`config.mk`:
```
export PLATFORM = sky130hd
export DESIGN_NAME = lz_extract_engine
export DESIGN_NICKNAME = d
export VERILOG_FILES = /design/src/rtl/lz_pkg.sv /design/src/rtl/lz_copy_engine.sv /design/src/rtl/lz_extract_engine.sv
export SDC_FILE = /design/constraint.sdc
export NUM_CORES = 1
export LEC_CHECK = 0
export CAP_MARGIN = 25
export CORE_UTILIZATION = 35
export CTS_CLUSTER_DIAMETER = 40
export CTS_CLUSTER_SIZE = 10
export DETAILED_ROUTE_END_ITERATION = 7
export SYNTH_ARGS = -nofsm -noshare
export SYNTH_HDL_FRONTEND = slang
export SYNTH_SLANG_ARGS = --single-unit
```
`constraint.sdc`:
```
create_clock -name clk -period 2.31 [get_ports clk]
set_input_delay 0.3465 -clock clk [delete_from_list [all_inputs] [get_ports clk]]
set_output_delay 0.3465 -clock clk [all_outputs]
set_load 0.05 [all_outputs]
```
`src/rtl/lz_pkg.sv`:
```
// Shared widths, FSM state encoding and helpers for the LZ77 back-reference expander.
package lz_pkg;

    localparam int DATA_W   = 4;
    localparam int SYM_W    = 5;
    localparam int EXT_W    = 6;
    localparam int ADDR_W   = 9;
    localparam int LEN_W    = 7;
    localparam int LEN_BASE = 3;

    localparam logic [SYM_W-1:0] EOB_CODE = 5'h1F;

    typedef enum logic [1:0] {
        IDLE     = 2'd0,
        DIST     = 2'd1,
        PREFETCH = 2'd2,
        COPY     = 2'd3
    } state_t;

    function automatic logic is_eob(input logic [SYM_W-1:0] sym);
        return sym == EOB_CODE;
    endfunction

endpackage

```
`src/rtl/lz_copy_engine.sv`:
```
// Copy-side bookkeeping: read pointer, remaining length and look-ahead history address.
module lz_copy_engine
    import lz_pkg::*;
(
    input  logic              clk,
    input  logic              rst_n,
    input  logic              load_len,
    input  logic [LEN_W-1:0]  len_in,
    input  logic              load_rp,
    input  logic [ADDR_W-1:0] rp_in,
    input  logic              step,
    output logic [ADDR_W-1:0] read_addr,
    output logic              done
);

    logic [ADDR_W-1:0] rp;
    logic [LEN_W-1:0]  len;

    always_ff @(posedge clk or negedge rst_n) begin
        if (!rst_n) begin
            rp  <= '0;
            len <= '0;
        end else begin
            if (load_rp) begin
                rp <= rp_in;
            end else if (step) begin
                rp <= rp + ADDR_W'(1);
            end
            if (load_len) begin
                len <= len_in;
            end else if (step) begin
                len <= len - LEN_W'(1);
            end
        end
    end

    // Presenting rp+1 on a beat keeps the registered-address buffer one step ahead,
    // which also makes overlapping copies see the nibble written in the same cycle.
    assign read_addr = step ? rp + ADDR_W'(1) : rp;
    assign done      = step & (len == LEN_W'(1));

endmodule

```
`src/rtl/lz_extract_engine.sv`:
```
// LZ77 expander: literals pass through, length/distance pairs replay history.
// Optional end-of-block symbol and eob pulse output enabled by defining LZ_EOB_EN.
module lz_extract_engine
    import lz_pkg::*;
(
    input  logic              clk,
    input  logic              rst_n,
    input  logic              en,
    input  logic              data_in_vld,
    input  logic [SYM_W-1:0]  data_in,
    input  logic [EXT_W-1:0]  ext_bits,
    output logic              data_in_rdy,
    input  logic              data_out_rdy,
    output logic [DATA_W-1:0] data_out,
    output logic              data_out_vld,
    output logic [ADDR_W-1:0] buff_read_addr,
    output logic [ADDR_W-1:0] buff_write_addr,
    input  logic [DATA_W-1:0] buff_data_in
`ifdef LZ_EOB_EN
    ,
    output logic              eob
`endif
);

    state_t            state, state_nxt;
    logic [ADDR_W-1:0] wp;
    logic              sym_acc, out_hs, eob_sym, is_len;
    logic              len_load, rp_load, step, copy_done;
    logic [LEN_W-1:0]  len_val;
    logic [ADDR_W-1:0] dist_val, rp_val;

`ifdef LZ_EOB_EN
    assign eob_sym = is_eob(data_in);
`else
    assign eob_sym = 1'b0;
`endif

    assign sym_acc  = data_in_vld & data_in_rdy;
    assign out_hs   = data_out_vld & data_out_rdy;
    assign is_len   = data_in[SYM_W-1] & ~eob_sym;
    assign len_load = (state == IDLE) & sym_acc & is_len;
    assign rp_load  = (state == DIST) & sym_acc;
    assign step     = (state == COPY) & out_hs;

    assign len_val  = LEN_W'(LEN_BASE) + LEN_W'(data_in[DATA_W-1:0]) + LEN_W'(ext_bits);
    // A distance of 512 wraps to 0 here, so the copy starts at wp (oldest entry).
    assign dist_val = {data_in[2:0], ext_bits} + ADDR_W'(1);
    assign rp_val   = wp - dist_val;

    lz_copy_engine u_copy (
        .clk       (clk),
        .rst_n     (rst_n),
        .load_len  (len_load),
        .len_in    (len_val),
        .load_rp   (rp_load),
        .rp_in     (rp_val),
        .step      (step),
        .read_addr (buff_read_addr),
        .done      (copy_done)
    );

    always_ff @(posedge clk or negedge rst_n) begin
        if (!rst_n) begin
            state <= IDLE;
        end else begin
            state <= state_nxt;
        end
    end

    always_comb begin
        state_nxt = state;
        case (state)
            IDLE:     if (len_load)  state_nxt = DIST;
            DIST:     if (sym_acc)   state_nxt = PREFETCH;
            PREFETCH: if (en)        state_nxt = COPY;
            COPY:     if (copy_done) state_nxt = IDLE;
            default:                 state_nxt = IDLE;
        endcase
    end

    // Outputs are forced low while reset is asserted.
    always_comb begin
        data_in_rdy  = 1'b0;
        data_out_vld = 1'b0;
        data_out     = '0;
        if (rst_n) begin
            case (state)
                IDLE: begin
                    data_in_rdy = en & data_out_rdy;
                    if (en & data_in_vld & ~data_in[SYM_W-1]) begin
                        data_out_vld = 1'b1;
                        data_out     = data_in[DATA_W-1:0];
                    end
                end
                DIST: data_in_rdy = en;
                COPY: begin
                    data_out_vld = en;
                    data_out     = en ? buff_data_in : '0;
                end
                default: ;
            endcase
        end
    end

    always_ff @(posedge clk or negedge rst_n) begin
        if (!rst_n) begin
            wp <= '0;
        end else if (out_hs) begin
            wp <= wp + ADDR_W'(1);
        end
    end

    assign buff_write_addr = wp;

`ifdef LZ_EOB_EN
    always_ff @(posedge clk or negedge rst_n) begin
        if (!rst_n) begin
            eob <= 1'b0;
        end else begin
            eob <= (state == IDLE) & sym_acc & eob_sym;
        end
    end
`endif

endmodule

```
==> results of run 1 <==
[critical path, stage by stage, from the launching register on]
cell and delay [ns]:
dfrtp_1 0.40, inv_2 0.08, ha_4 0.21, and4b_4 0.35
nand2_4 0.08, nor4_4 0.17, xor2_2 0.22, buf_12 0.16
[state kept, by name, indices dropped and copies added, names as in the netlist]
signal	flops
buff_write_addr	9
u_copy.rp	9
u_copy.len	7
state	2
[cell usage after synthesis, types with 5 or more instances]
library cell / n / area [um2]
dfrtp_1: 27 / 676
ha_1: 24 / 300
inv_1: 22 / 82.6
nand2_1: 20 / 75.1
nor2_1: 20 / 75.1
xnor2_1: 19 / 166
a21oi_1: 15 / 75.1
xor2_1: 10 / 87.6
nand4_1: 7 / 43.8
nor3_1: 6 / 30.0
o21ai_0: 6 / 30.0
a32oi_1: 5 / 43.8
[routing by layer]
layer / up-vias / wire length, um / share of wire
li1: 1025 / - / -
met1: 921 / 2740 / 0.50
met2: 35 / 2500 / 0.46
met3: 4 / 160 / 0.029
met4: 0 / 55 / 0.010
met5: - / 0 / 0
[worst paths after layout]
check / startpoint / to / slack (ns) / depth (start not counted)
min in group asynchronous: rst_n / u_copy.len[6] / 0.58 / 2
max: state[0] / buff_read_addr[7] / 0.0007 / 7
min: buff_write_addr[5] / buff_write_addr[5] / 0.54 / 1
max in group asynchronous: rst_n / buff_write_addr[4] / 1.56 / 2
min reg2reg: buff_write_addr[5] / buff_write_addr[5] / 0.54 / 1
max reg2reg: state[0] / state[1] / 0.14 / 8
[kinds of logic (layout without fill, tap and decap cells)]
kind of cell | count (synthesis) | count (layout) | share of synthesized area
AOI/OAI and AO/OA | 49 | 49 | 0.153
muxes | 4 | 4 | 0.0202
adders and majority gates | 26 | 26 | 0.152
and+or+nand+nor | 78 | 78 | 0.207
xor gates and xnor gates | 29 | 29 | 0.114
buffers and inverters | 26 | 117 | 0.0515
DFF | 27 | 27 | 0.302
[cell type report]
| type | count | area (um2) |
|---|---|---|
| Timing Repair Buffer | 91 | 947 |
| Tap cell | 75 | 93.8 |
| Inverter | 22 | 82.6 |
| Sequential cell | 27 | 676 |
| Multi-Input combinational cell | 186 | 1590 |
| Clock buffer | 3 | 41.3 |
| Clock inverter | 1 | 5.00 |
| Fill cell | 549 | 2590 |
[placed cells by master (no fill, tap or decap), types with 2 or more instances in the layout]
master	instances
ha_1	23
nand4_1	7
nand3_1	2
inv_1	20
a21oi_1	14
or3_1	3
buf_12	15
and3_1	2
xor2_1	5
o21ai_0	6
nor4_4	3
dfrtp_1	27
o21bai_1	2
clkbuf_8	3
a21o_1	3
a32oi_1	5
nor2_1	18
buf_4	47
a211oi_2	2
nand2_1	19
inv_2	2
o21a_1	3
clkdlybuf4s50_1	27
a21oi_2	2
nor3_1	6
xor2_2	4
nor2_4	2
xnor2_1	17
mux2_2	3
[per-stage QoR]
step            util  TNS, ns  area, um2  setup slack (ns)  power (W)
2_1_floorplan      -        0       2290           0.00834    0.00220
3_3_place_gp   0.533   -0.890       3210            -0.195    0.00308
3_5_place_dp   0.533    -1.19       3210            -0.246    0.00310
4_1_cts        0.562  -0.0819       3390           -0.0311    0.00357
5_1_grt        0.571   -0.619       3440            -0.109    0.00387
6_report       0.571        0       3440          0.000656    0.00362
[what timing repair did]
item	in CTS	in global routing
endpoints found under the hold margin	0	0
gates resized for setup	12	7
pin swaps	5	5
setup endpoints to repair	13	17
setup buffers	8	3
[power groups by stage]
| stage | Combinational, W | Clock (W) | Sequential, W |
|---|---|---|---|
| 6_report | 0.00246 | 0.000277 | 0.000884 |
| 5_1_grt | 0.00265 | 0.000308 | 0.000907 |
| 4_1_cts | 0.00241 | 0.000283 | 0.000875 |
| 3_5_place_dp | 0.00223 | 0 | 0.000876 |
| 3_3_place_gp | 0.00221 | 0 | 0.000868 |
| 2_1_floorplan | 0.00126 | 0 | 0.000944 |
==> metrics, run 1 <==
outcome=finished clean; pins over their slew limit=0; maximum clock insertion buffer count=2; HPWL Detailed=4520 um; met3 layer usage reported by global route=0.0178; # diodes=0; overall overflow remaining after global route=0; cell-internal power=0.00199 W; per-cell via count in the routed design=4.90; pwr dens=1050 nW/um2; number of hold buffers added after CTS=0; fin cells=405; element type at the critical path end=output port; power share of the clock group=0.076; Post-DRT Antenna Nets=0; category of the most critical setup path=flop to output port; worst-case clock skew=0.00497 ns; standby leakage power=1.56 nW; length of the first detailed-routing pass in iterations=4; net switching power figure=0.00163 W; unrepaired setup endpoints after global routing=yes; placer's final routability congestion estimate=0.806; most crowded layer after global routing=met2; final routed wire length divided by cell count=13.5 um; number of distinct library cells after synthesis=52; via count of the routed design=1985; first-pass GRT wire length=9360 um; post-synthesis area per instance=9.35 um2; synthesized flop and latch total=27; Post-synth EDFFs=0; net switching fraction of the power=0.451; number of instances in the synthesized netlist=239; count of yosys warnings during synthesis=0; CP max FO=4; total setup violations reported at the end of the flow=0; headroom to the max-slew limit=0.665; clock sink total=27; Placed Instances=390; clock tree from TritonCTS=built; H-tree lvl count=1; Clock Latency Late Sink=0.27 ns; core area=6030 um2; actual transition at the worst max-transition pin=0.500 ns; Die Footprint=6710 um2; Worst Path Required=1.96 ns; row cnt=28; worst ir drop on vdd=0.000895 V; layout cells sized above 1=0.312; number of antenna violations at the first check in global routing=0; signed area change from the synthesized netlist to the final layout=53.9%; Clock Root Buffer=clkbuf_8; logic gate share of total power=0.680; upper clock frequency limit=433 MHz; grt met1 use=0.252; number of failing hold endpoints at the final stage=0; # nets final=377; max-cap viol count=0; Die X=81.9 um; Boundary Pins=44; mapped cell area=2230 um2; Final min period=2.31 ns; final worst-path cycle share=1.00; total clock buffers created by CTS=3; share of the yosys chip area belonging to registers=0.302; initial DRC count=66; pin count of the biggest net entering global routing=20; met2 Use GR=0.303; relative contribution of sequential cells to total power=0.244; tightest hold margin=0.537 ns; via count of the first global-routing pass=2019; startpoint kind of the worst setup timing path=flop; I/O Buffers=43; net count of the mapped netlist=285; CP arrival=1.96 ns; Routed Wire Length=5450 um; hold crit path type=flop to flop; clock slew at reported path FFs=0.10 ns; GRT Total Usage=0.183; Synth Flop Type=dfrtp_1; die height=81.9 um; post-detailed-route DRC marker count=0; starting utilization of the core area=0.371; post-synthesis async set-or-reset flop share=1.00
Note: power is estimated with default switching activity, not from simulation.
==> inputs of run 2 (changes only) <==
--- a/config.mk
+++ b/config.mk
@@ -10,6 +10,7 @@
 export CTS_CLUSTER_DIAMETER = 40
 export CTS_CLUSTER_SIZE = 10
 export DETAILED_ROUTE_END_ITERATION = 7
+export MAX_ROUTING_LAYER = met4
 export SYNTH_ARGS = -nofsm -noshare
 export SYNTH_HDL_FRONTEND = slang
 export SYNTH_SLANG_ARGS = --single-unit
==> run 2 against run 1 <==
  * Global-route usage up 0.55 points
  * Utilization unchanged
  * Fmax about the same
  * The run now ends with negative setup slack left
  * Non-clock buffer count unchanged
  * Setup slack worse by 0.0019 ns
  * First-iteration DRC count up 15%
  * Sequential share of layout area unchanged
  * Cell area unchanged
  * Critical path type unchanged
  * Flip-flop and latch count unchanged
  * Critical path depth unchanged
  * Combinational power about the same
  * Via count up 0.50%
  * Largest cell class unchanged
  * Highest routed layer unchanged
==> metrics, run 2 (synthesis results as in run 1) <==
I/O Buffers=43; # diodes=0; GRT Total Usage=0.188; worst hold path endpoint=buff_write_addr[5]; per-cell via count in the routed design=4.93; Routed Wire Length=5440 um; capturing point of the worst reg2reg path=state[1]; Worst Slack Setup Final=-0.00124 ns; worst-case clock skew=0.00669 ns; min-delay src=buff_write_addr[5]; actual transition at the worst max-transition pin=0.500 ns; layout cells sized above 1=0.312; Clock Latency Late Sink=0.27 ns; starting utilization of the core area=0.371; Post-DRT Antenna Nets=0; outcome=finished, violations left; first-pass GRT wire length=9360 um; final worst-path cycle share=1.00; top metal layer carrying routed signals=met4; die height=81.9 um; number of hold buffers added after CTS=0; setup slack on the worst flop-to-flop path=0.14 ns; number of antenna violations at the first check in global routing=0; length of the first detailed-routing pass in iterations=4; clock tree from TritonCTS=built; utilization after layout=0.571; most common cell after layout, fill and taps aside=buf_4; Clock Root Buffer=clkbuf_8; via count of the routed design=1995; Boundary Pins=44; pin count of the biggest net entering global routing=20; CP max FO=4; element type at the critical path end=output port; maximum clock insertion buffer count=2; fillers=549; detailed route wirelength on metal2=2530 um; startpoint kind of the worst setup timing path=flop; hold crit path type=flop to flop; pins over their slew limit=0; row cnt=28; unrepaired setup endpoints after global routing=yes; placer's final routability congestion estimate=0.818; overall overflow remaining after global route=0; upper clock frequency limit=433 MHz; HPWL Detailed=4520 um; # nets final=377; worst ir drop on vdd=0.000895 V; initial DRC count=76; clock slew at reported path FFs=0.10 ns; fin cells=405; clock sink total=27; H-tree lvl count=1; total setup violations reported at the end of the flow=1; pwr dens=1050 nW/um2; category of the most critical setup path=flop to output port; signed area change from the synthesized netlist to the final layout=53.9%; max-cap viol count=0; failing checks=negative setup slack; Die Footprint=6710 um2; met1 wire length=2720 um; total clock buffers created by CTS=3; Final min period=2.31 ns; CP arrival=1.96 ns; reg2reg path depth=8; Hold Path Depth=1; Die X=81.9 um; Worst Path Required=1.96 ns; post-detailed-route DRC marker count=0; standby leakage power=1.56 nW; Placed Instances=390; core area=6030 um2; start point of the critical path=state[0]; final routed wire length divided by cell count=13.4 um; headroom to the max-slew limit=0.665; routed wl met3=132 um; most frequent cells in the layout=buf_4 (47), dfrtp_1 (27), clkdlybuf4s50_1 (27); via count of the first global-routing pass=2013; number of failing hold endpoints at the final stage=0; startpoint of the worst register-to-register path=state[0]
## run 2: cell counts in the layout (fill, tap and decap cells not counted)
No cell type changed its count.
## run 2: stage by stage
stage	cell area [um2]	total power (W)	hold slack, ns	setup TNS, ns	worst slack, ns
6_report	3440	0.00362	0.535	-0.00124	-0.00124
5_1_grt	3440	0.00387	0.576	-0.624	-0.109
4_1_cts	3390	0.00357	0.541	-0.0819	-0.0311
3_5_place_dp	3210	0.00310	0.524	-1.19	-0.246
3_3_place_gp	3210	0.00308	0.521	-0.890	-0.195
2_1_floorplan	2290	0.00220	0.0509	0	0.00834
## run 2: critical path, stage by stage, from the launching register on
cell     delay, ns
dfrtp_1       0.40
inv_2         0.08
ha_4          0.21
and4b_4       0.35
nand2_4       0.08
nor4_4        0.17
xor2_2        0.23
buf_12        0.16
## run 2: repair_timing
item / in CTS / in global routing
buffers inserted: 8 / 3
endpoints found under the setup margin: 13 / 17
gates resized for setup: 12 / 7
pin swaps: 5 / 5
## run 2: report_power, final
part / switching, W / leakage [nW] / internal [W]
clock: 0.000152 / 0.0255 / 0.000121
sequential: 0.000225 / 0.337 / 0.000657
combinational: 0.00125 / 1.20 / 0.00121
total: 0.00163 / 1.56 / 0.00199
## run 2: worst max-delay path by stage
stage	to	slack [ns]
detailed placement	u_copy.len[5]	-0.25
CTS	buff_read_addr[3]	-0.03
global placement	u_copy.len[5]	-0.20
floorplan	buff_read_addr[4]	0.008
global route	buff_read_addr[7]	-0.11
finish	buff_read_addr[7]	-0.001
## run 2: cell type report
cell class                      count  area (um2)  share of cell area
Inverter                           22        82.6              0.0240
Tap cell                           75        93.8              0.0273
Timing Repair Buffer               91         947               0.275
Clock inverter                      1        5.00             0.00146
Clock buffer                        3        41.3              0.0120
Sequential cell                    27         676               0.196
Multi-Input combinational cell    186        1590               0.463
## run 2: metal layers
layer / global-route usage / up-vias
li1: - / 1028
met5: - / -
met2: 0.300 / 33
met3: 0.0178 / 4
met4: 0.0474 / 0
met1: 0.256 / 930
==> RTL change (flow settings as in run 2) <==
`DATA_W`: 4 -> 5.
--- a/src/rtl/lz_pkg.sv
+++ b/src/rtl/lz_pkg.sv
@@ -3,3 +3,3 @@
 
-    localparam int DATA_W   = 4;
+    localparam int DATA_W   = 5;
     localparam int SYM_W    = 5;
Interface: changed (resized buff_data_in and data_out); port bits go from 44 to 46. The function was not compared with the original's and may differ.
==> RTL change against run 2 <==
- the flow still finishes with violations (setup timing)
- final area up 0.84%
- worst setup slack worse by 19 ps
- sequential power is 2% lower
- wire length is 5.1% higher
- power down 2.1%
- combinational power down 2%
- synthesized area stayed put
- sequential cell count unchanged
- core utilization grew 0.48 points
- largest cell class unchanged
==> RTL change: results (changes against run 2) <==
| Metric | Value |
|---|---|
| Outcome | finished, violations left (unchanged) |
| Failing checks | setup timing (unchanged) |
| Share of layout cells above drive strength 1 | 29.9% (was 31.2%) |
| Detailed placement HPWL | 4.63 mm (was 4.52 mm) |
| Post-route clock skew | 0.907 ps (was 6.69 ps) |
| Setup violations, final | 2 (was 1) |
| Slew margin rel. | 67.0% (was 66.5%) |
| Hold Slack | 520 ps (was 535 ps) |
| Worst Hold Launch | buff_write_addr[8] (was buff_write_addr[5]) |
| Post-route insts no fill | 409 (was 405) |
| TNS Setup | -21.1 ps (was -1.24 ps) |
| Hold Crit Endpoint | buff_write_addr[8] (was buff_write_addr[5]) |
| 1st-iter DRT viols | 69 (was 76) |
| Pleak | 1.58 nW (was 1.56 nW) |
| Vias in the first global route | 1965 (was 2013) |
| Post-CTS setup buffer count | 3 (was 8) |
| Resized cells post-CTS | 8 (was 12) |
| Max rail drop VDD | 0.745 mV (was 0.895 mV) |
| Sequential share of the synthesized area | 30.2% (unchanged) |
| H-tree depth | 1 (unchanged) |
| Initial antenna violation count | 0 (unchanged) |
| Placed cells | 395 (was 390) |
| Setup WS post-layout | -20.4 ps (was -1.24 ps) |
| Synth area leaders | dfrtp_1 (30%), ha_1 (15%), xnor2_1 (7.1%) (was dfrtp_1 (30%), ha_1 (13%), xnor2_1 (7.4%)) |
| End of the critical path | buff_read_addr[4] (was buff_read_addr[7]) |
| Routability cong. | 0.881 (was 0.818) |
| Area after DPL | 3240 um2 (was 3210 um2) |
| Largest net degree at the start of global routing | 18 (was 20) |
| Fin nets | 384 (was 377) |
| Xor/xnor cell area share of the yosys netlist | 11.4% (about the same) |
| Syn_area_per_cell | 9.16 um2 (was 9.35 um2) |
| Yosys cell types | 50 (was 52) |
| Post-Synth Adder-Cell Area | 16.3% (was 15.2%) |
| Syn Nets | 293 (was 285) |
| Synth cell count leaders | dfrtp_1 (27), ha_1 (26), nor2_1 (22), inv_1 (20), nand2_1 (20) (was dfrtp_1 (27), ha_1 (24), inv_1 (22), nand2_1 (20), nor2_1 (20)) |
| First-pass GRT wire length | 9.45 mm (was 9.36 mm) |
| FF-to-FF setup slack | 340 ps (was 140 ps) |
| Reg clk slew, reported paths | 100 ps (about the same) |
| DP Worst Slack | -189 ps (was -246 ps) |
| Compound-Gate Fraction of Synth Area | 14.7% (was 15.3%) |
-- RTL change: worst max-delay path, delay by kind of cell, from the launching register on --
| kind | cells | cell delay (ps) |
|---|---|---|
| and+or+nand+nor | 3 | 660 |
| DFF | 1 | 410 |
| buffers and inverters | 2 | 240 |
| adders and majority gates | 1 | 210 |
| xor gates and xnor gates | 1 | 180 |
-- RTL change: layer usage --
layer  track usage, %  share of wire [%]
met3             1.33                4.2
met1             26.4                 49
met5                -                  0
met2             30.5                 46
met4             4.74               0.75
-- RTL change: where the power goes --
part	total (mW)	switching, mW	internal, mW
sequential	0.867	0.217	0.650
clock	0.275	0.154	0.121
combinational	2.40	1.23	1.17
-- RTL change: cell type report --
cell class                      instances  area (um2)
Inverter                               20        75.1
Timing Repair Buffer                   89         943
Sequential cell                        27         676
Fill cell                             547        2560
Tap cell                               75        93.8
Clock inverter                          1        5.00
Clock buffer                            3        41.3
Multi-Input combinational cell        194        1630
